$ cat src/rtl/uzorak_punjac_pkg.sv
// Shared constants for the sonar sample assembler and the neuron layer:
// frame geometry, assembler FSM encoding and feature slot offsets.
package uzorak_punjac_pkg;

   localparam int BROJ_ZNACAJKI = 60;
   localparam int SIRINA        = 16;
   localparam int UZORAK_W      = BROJ_ZNACAJKI * SIRINA;
   localparam int KAZ_W         = 6;
   localparam int POMAK_W       = 10;

   typedef enum logic [1:0] {
      PUNJENJE = 2'd0,
      PUN      = 2'd1,
      ODBACI   = 2'd2
   } stanje_t;

   // Bit offset of feature slot k inside the packed sample.
   function automatic logic [POMAK_W-1:0] pomak(input logic [KAZ_W-1:0] k);
      return POMAK_W'(k) * POMAK_W'(SIRINA);
   endfunction

endpackage

$ cat src/rtl/uzorak_punjac.sv
// Packs 60 sign-magnitude features into one 960-bit sample, checks frame
// length and double-buffers so the next frame fills while one is held.
module uzorak_punjac
   import uzorak_punjac_pkg::*;
(
   input  logic                clk,
   input  logic                rst_n,
   input  logic                in_valid,
   input  logic [SIRINA-1:0]   in_data,
   input  logic                in_last,
   output logic                in_ready,
   output logic                out_valid,
   input  logic                out_ready,
   output logic [UZORAK_W-1:0] uzorak,
   output logic                greska,
   output logic [15:0]         broj_okvira
);

   localparam logic [KAZ_W-1:0] ZADNJI = KAZ_W'(BROJ_ZNACAJKI - 1);

   stanje_t             stanje, stanje_nxt;
   logic [KAZ_W-1:0]    kaz, kaz_nxt;
   logic [UZORAK_W-1:0] fill;
   logic [UZORAK_W-1:0] uzorak_q;
   logic                out_valid_q, out_valid_nxt;
   logic                greska_q, greska_nxt;
   logic [15:0]         broj_q;
   logic                prihvat, hs, izlaz_slob;
   logic                ucitaj_otkucaj, ucitaj_fill, ucitaj;

   assign in_ready    = (stanje != PUN);
   assign prihvat     = in_valid && in_ready;
   assign hs          = out_valid_q && out_ready;
   assign izlaz_slob  = !out_valid_q || out_ready;
   assign ucitaj      = ucitaj_otkucaj || ucitaj_fill;

   assign out_valid   = out_valid_q;
   assign uzorak      = uzorak_q;
   assign greska      = greska_q;
   assign broj_okvira = broj_q;

   always_comb begin
      stanje_nxt     = stanje;
      kaz_nxt        = kaz;
      greska_nxt     = 1'b0;
      ucitaj_otkucaj = 1'b0;
      ucitaj_fill    = 1'b0;
      unique case (stanje)
         PUNJENJE: begin
            if (prihvat) begin
               if (kaz < ZADNJI) begin
                  if (in_last) begin
                     greska_nxt = 1'b1;
                     kaz_nxt    = '0;
                  end else begin
                     kaz_nxt = kaz + 1'b1;
                  end
               end else begin
                  kaz_nxt = '0;
                  if (!in_last) begin
                     greska_nxt = 1'b1;
                     stanje_nxt = ODBACI;
                  end else if (izlaz_slob) begin
                     ucitaj_otkucaj = 1'b1;
                  end else begin
                     stanje_nxt = PUN;
                  end
               end
            end
         end
         PUN: begin
            if (hs) begin
               ucitaj_fill = 1'b1;
               stanje_nxt  = PUNJENJE;
            end
         end
         ODBACI: begin
            if (prihvat && in_last) stanje_nxt = PUNJENJE;
         end
         default: stanje_nxt = PUNJENJE;
      endcase
   end

   always_comb begin
      out_valid_nxt = out_valid_q;
      if (ucitaj)  out_valid_nxt = 1'b1;
      else if (hs) out_valid_nxt = 1'b0;
   end

   always_ff @(posedge clk or negedge rst_n) begin
      if (!rst_n) begin
         stanje      <= PUNJENJE;
         kaz         <= '0;
         out_valid_q <= 1'b0;
         greska_q    <= 1'b0;
         broj_q      <= '0;
         uzorak_q    <= '0;
      end else begin
         stanje      <= stanje_nxt;
         kaz         <= kaz_nxt;
         out_valid_q <= out_valid_nxt;
         greska_q    <= greska_nxt;
         if (ucitaj) broj_q <= broj_q + 16'd1;
         // The final beat bypasses the fill register so the sample is ready one cycle after it.
         if (ucitaj_otkucaj)   uzorak_q <= {in_data, fill[UZORAK_W-SIRINA-1:0]};
         else if (ucitaj_fill) uzorak_q <= fill;
      end
   end

   // Fill slots carry data only; they are overwritten, never cleared.
   always_ff @(posedge clk) begin
      if (prihvat && (stanje == PUNJENJE)) fill[pomak(kaz) +: SIRINA] <= in_data;
   end

endmodule
$ cat config.mk
export PLATFORM = sky130hd
export DESIGN_NAME = uzorak_punjac
export DESIGN_NICKNAME = d
export VERILOG_FILES = /design/src/rtl/uzorak_punjac_pkg.sv /design/src/rtl/uzorak_punjac.sv
export SDC_FILE = /design/constraint.sdc
export NUM_CORES = 2
export LEC_CHECK = 0
export CAP_MARGIN = 0
export CORE_AREA = 4 4 392 394
export CTS_BUF_LIST = sky130_fd_sc_hd__clkbuf_16
export CTS_CLUSTER_DIAMETER = 40
export CTS_CLUSTER_SIZE = 28
export DETAILED_ROUTE_END_ITERATION = 16
export DIE_AREA = 0 0 396 398
export PLACE_DENSITY = 0.72
export SYNTH_ARGS = -nofsm -noshare
export SYNTH_HDL_FRONTEND = slang
export SYNTH_SLANG_ARGS = --single-unit
$ cat constraint.sdc
create_clock -name clk -period 4.9 [get_ports clk]
set_input_delay 0.98 -clock clk [delete_from_list [all_inputs] [get_ports clk]]
set_output_delay 0.98 -clock clk [all_outputs]
set_load 0.03 [all_outputs]
# Word level (Yosys, flattened, before mapping)
# Index checks and enable logic that the tools add are counted.
# classes
n_addsub	3
mul	0
n_div	0
order_cmp	1
eq_ne	8
shifts	2
n_mux	26
bitwise	0
n_reduce_logical	12
# op_table
operator	count
$mux 960	2
$bwmux 960	1
$shift 16x12->960 const A	1
$shiftx 16x12->960	1
$add 16x1->16 const B	1
$mux 1	14
$mux 2	6
$mux 6	2
$neg 10->12	1
$ne 2x2->1 const B	4
$add 6x1->6 const B	1
$lt 6x6->1 const B	1
$pmux 2 s3	1
$reduce_and 5->1	1
$logic_and 1x1->1	4
$reduce_bool 2->1	2
$ne 3x3->1 const B	1
$eq 2x1->1 const B	1
$eq 2x2->1 const B	1
$logic_not 2->1	1
$logic_or 1x1->1	2
$ne 2x1->1 const B	1
$reduce_and 2->1	1
$logic_not 1->1	1
# totals
regBits	1946
latchBits	0
ram_bits	0
mem_bits_ro	0
in_bits	21
output_inout_bits	979
elab_cells	59
n_memories	0

# Longest topological paths before layout
# depth
depth_word	9
ltp_mapped	10
mapped_depth_nobuf	6

# Worst setup path after synthesis
# No wires, ideal clock.
# synth_path
path_kind	input to register
startpoint	input in_valid
endpoint	register fill[912] (enable)
setup_ns	0.430
arrival_time_ns	3.628
required_time_ns	4.470
path_slack_ns	0.842
stages	5
n_path_buf	1
cell_sequence	or3b_2 -> clkbuf_1 -> a21oi_1 -> o21ai_1 -> nor4_1
# synth_via
elab_chain_cells	2
# synth_lines
item	line_no	text
start: declaration	uzorak_punjac.sv:8	input logic in_valid,
$logic_and 1x1->1	uzorak_punjac.sv:32	assign prihvat = in_valid && in_ready;
$logic_and 1x1->1	uzorak_punjac.sv:112	if (prihvat && (stanje == PUNJENJE)) fill[pomak(kaz) +: SIRINA] <= in_data;
end signal: indexed assignment	uzorak_punjac.sv:112	
end: declaration	uzorak_punjac.sv:23	logic [UZORAK_W-1:0] fill;
# No other way between the ends.
# A chain may end at the register's enable or synchronous reset.

==> flow_summary.toml <==
[clock_tree]
post_cts_buffers = 0
cts_buffer_depth = 3
cts.sinks = 1946
h-tree-depth = 4
cts_tree = "yes"
path_clk_slew_ns = 0.06
cts_root_buffer = "clkbuf_16"
ctsHoldBuffers = 0
cts_buffers = 214
ctsResizeCount = 0
clkLatencyLatePin_ns = 0.83

[detailed_routing]
via_per_inst = 5.57
dr.max_layer_used = "met4"
dr_total_vias = 55028
antenna_left = 0
met1_length_um = 95400
routed-wl-met3_um = 27000
drc = 0
wl_per_cell_um = 27.6
drt_first_pass_iters = 6
wl_um = 273000
wl_met2_um = 131000
drt_iter0_markers = 5530

[placement]
io_buffer_count = 999
dpl.hpwl_um = 194000
place.gp.congestion = 0.956

[die]
num_io_pins = 1000
core_mm2 = 0.150
dieArea_mm2 = 0.158
rows = 142
chipHeight_um = 398
start_util_pct = 48.8
die_x_um = 396

[finish]
drive_gt1_share_pct = 8.58
layout_commonest_cell = "nand2_1"
area.sequential_mm2 = 0.0535
fillers = 11629
area_delta_synth_final_pct = 28.3
layout_common_cells = "nand2_1 (3010), dfrtp_1 (986), clkdlybuf4s50_1 (985), edfxtp_1 (960), nor2_1 (611)"
multi_input_area_mm2 = 0.0183
fin_nets = 7700
final_util_pct = 62.6

[critical_path]
worstReg2RegStart = "kaz[0]"
critPathMaxFanout = 17
ff2ff_path_depth = 6
crit_type = "reg2reg"
ff2ff_setup_slack_ns = 0.79
endpoint_kind = "flop"
critPathLaunch = "kaz[0]"
rr_endpoint = "fill[277]"
cp-endpoint = "fill[277]"
critPathRequiredTime_ns = 5.34
cp.arrival_ns = 4.55
critPathLaunchType = "flop"

[logic_synthesis]
async_reset_ff_share_pct = 50.7
yosys.area.top_type_share_pct = 39.4
synth_cells = 6700
synth_edf_count = 960
synth_flop_cell = "dfrtp_1"
yosys_warnings = 0
synth.area.top_cells = "edfxtp_1 (39%), dfrtp_1 (34%), nand2_1 (15%)"
synth.avg_cell_area_um2 = 10.9
synth_largest_area_cell = "edfxtp_1"
syn_nets = 6726
ys_types = 63
ys_seq_elements = 1946
seq_area_frac_synth_pct = 73.2
netlist_area_mm2 = 0.0731

[sta]
maxSlewViolCount = 0
period_minus_slack_ns = 4.11
finClkSkew_ns = 0.0366
fin_tns_setup_ns = 0
finalCritPeriodShare_pct = 83.9
setup_violations = 0
fmax_ghz = 0.243
rsz0062_at_grt = "no"
relSlewSlack_pct = 4.75
hold_viol_final = 0
worstMarginPinSlew_ns = 1.42

[min_path]
min_path_type = "in2async"

[global_route]
track_usage_pct = 34.1
grt_pass1_wl_um = 384000
antenna_found_initial = 7
grt_pass1_vias = 53971
grt_max_degree = 163
grt_overflow_total = 0

[power]
power_density_mw_per_mm2 = 368
peakVddDrop_mv = 0.318
leakage_uw = 0.0398
power_uw = 34500

[run]
maxCapViolCount = 0

[run_status]
status = "finished clean"
## cell type report
class	instances	area share (%)
diodes	5	0.0133
clock buffers	230	6.14
clock inverters	176	1.92
inverters	15	0.0600
multi-input cells	4303	19.5
flip-flops and latches	1946	57.0
well taps	2016	2.69
repair buffers	1194	12.7
## synth_stat cells (all sizes together), types with 19 or more instances
| master | n |
|---|---|
| nor4 | 22 |
| nor2 | 623 |
| clkbuf | 285 |
| nand2 | 3011 |
| buf | 151 |
| a211oi | 78 |
| o21ai | 19 |
| edfxtp | 960 |
| and3 | 22 |
| nor3 | 310 |
| nand4 | 28 |
| nand3 | 75 |
| dfrtp | 986 |
## sequential cells by signal (all words and copies together), names as in the netlist
name,flops
fill,960
uzorak,960
broj_okvira,16
kaz,6
stanje,2
greska,1
out_valid,1
## report_power, final
group	internal [uW]	switching, uW
Combinational	82.3	550
Sequential	17000	2.38
Clock	9640	7230
Total	26800	7780
## through the flow
| stage | hold slack [ns] | std cells | setup slack (ns) | cell area [um2] |
|---|---|---|---|---|
| detailed placement | 0.421 | 9474 | 0.517 | 86200 |
| global route | 0.245 | 9883 | 0.591 | 93800 |
| global placement | 0.417 | 9474 | 0.550 | 86200 |
| CTS | 0.279 | 9880 | 0.801 | 93800 |
| finish | 0.198 | 9885 | 0.789 | 93800 |
| floorplan | 0.415 | 6700 | 0.842 | 73100 |
## cells by family after synthesis
group / Yosys count / share of synthesized area, %
AOI/OAI and AO/OA: 145 / 1.48
buffers and inverters: 451 / 2.59
muxes: 1 / 0.0154
DFF: 1946 / 73.2
and+or+nand+nor: 4126 / 22.3
adders and majority gates: 5 / 0.0856
xor gates and xnor gates: 26 / 0.322
## worst min path at each step
stage	start	cells after the start	end
6_report	rst_n	1	uzorak[344]
5_1_grt	rst_n	1	uzorak[376]
4_1_cts	rst_n	1	uzorak[337]
3_5_place_dp	fill[676]	2	uzorak[676]
3_3_place_gp	fill[769]	2	uzorak[769]
2_1_floorplan	fill[0]	2	uzorak[0]
## routing by layer
layer,vias up,track usage [%]
li1,23806,-
met1,27433,40.6
met2,3132,56.0
met3,657,9.02
met4,0,20.2
met5,-,0.0924
## critical path: stages (launching register included)
cell     delay [ns]
dfrtp_1        0.61
inv_1          0.21
ha_1           0.49
nor3b_1        0.46
xnor2_2        0.27
or4b_1         0.88
nor3_4         0.79
Note: power is estimated with default switching activity, not from simulation.
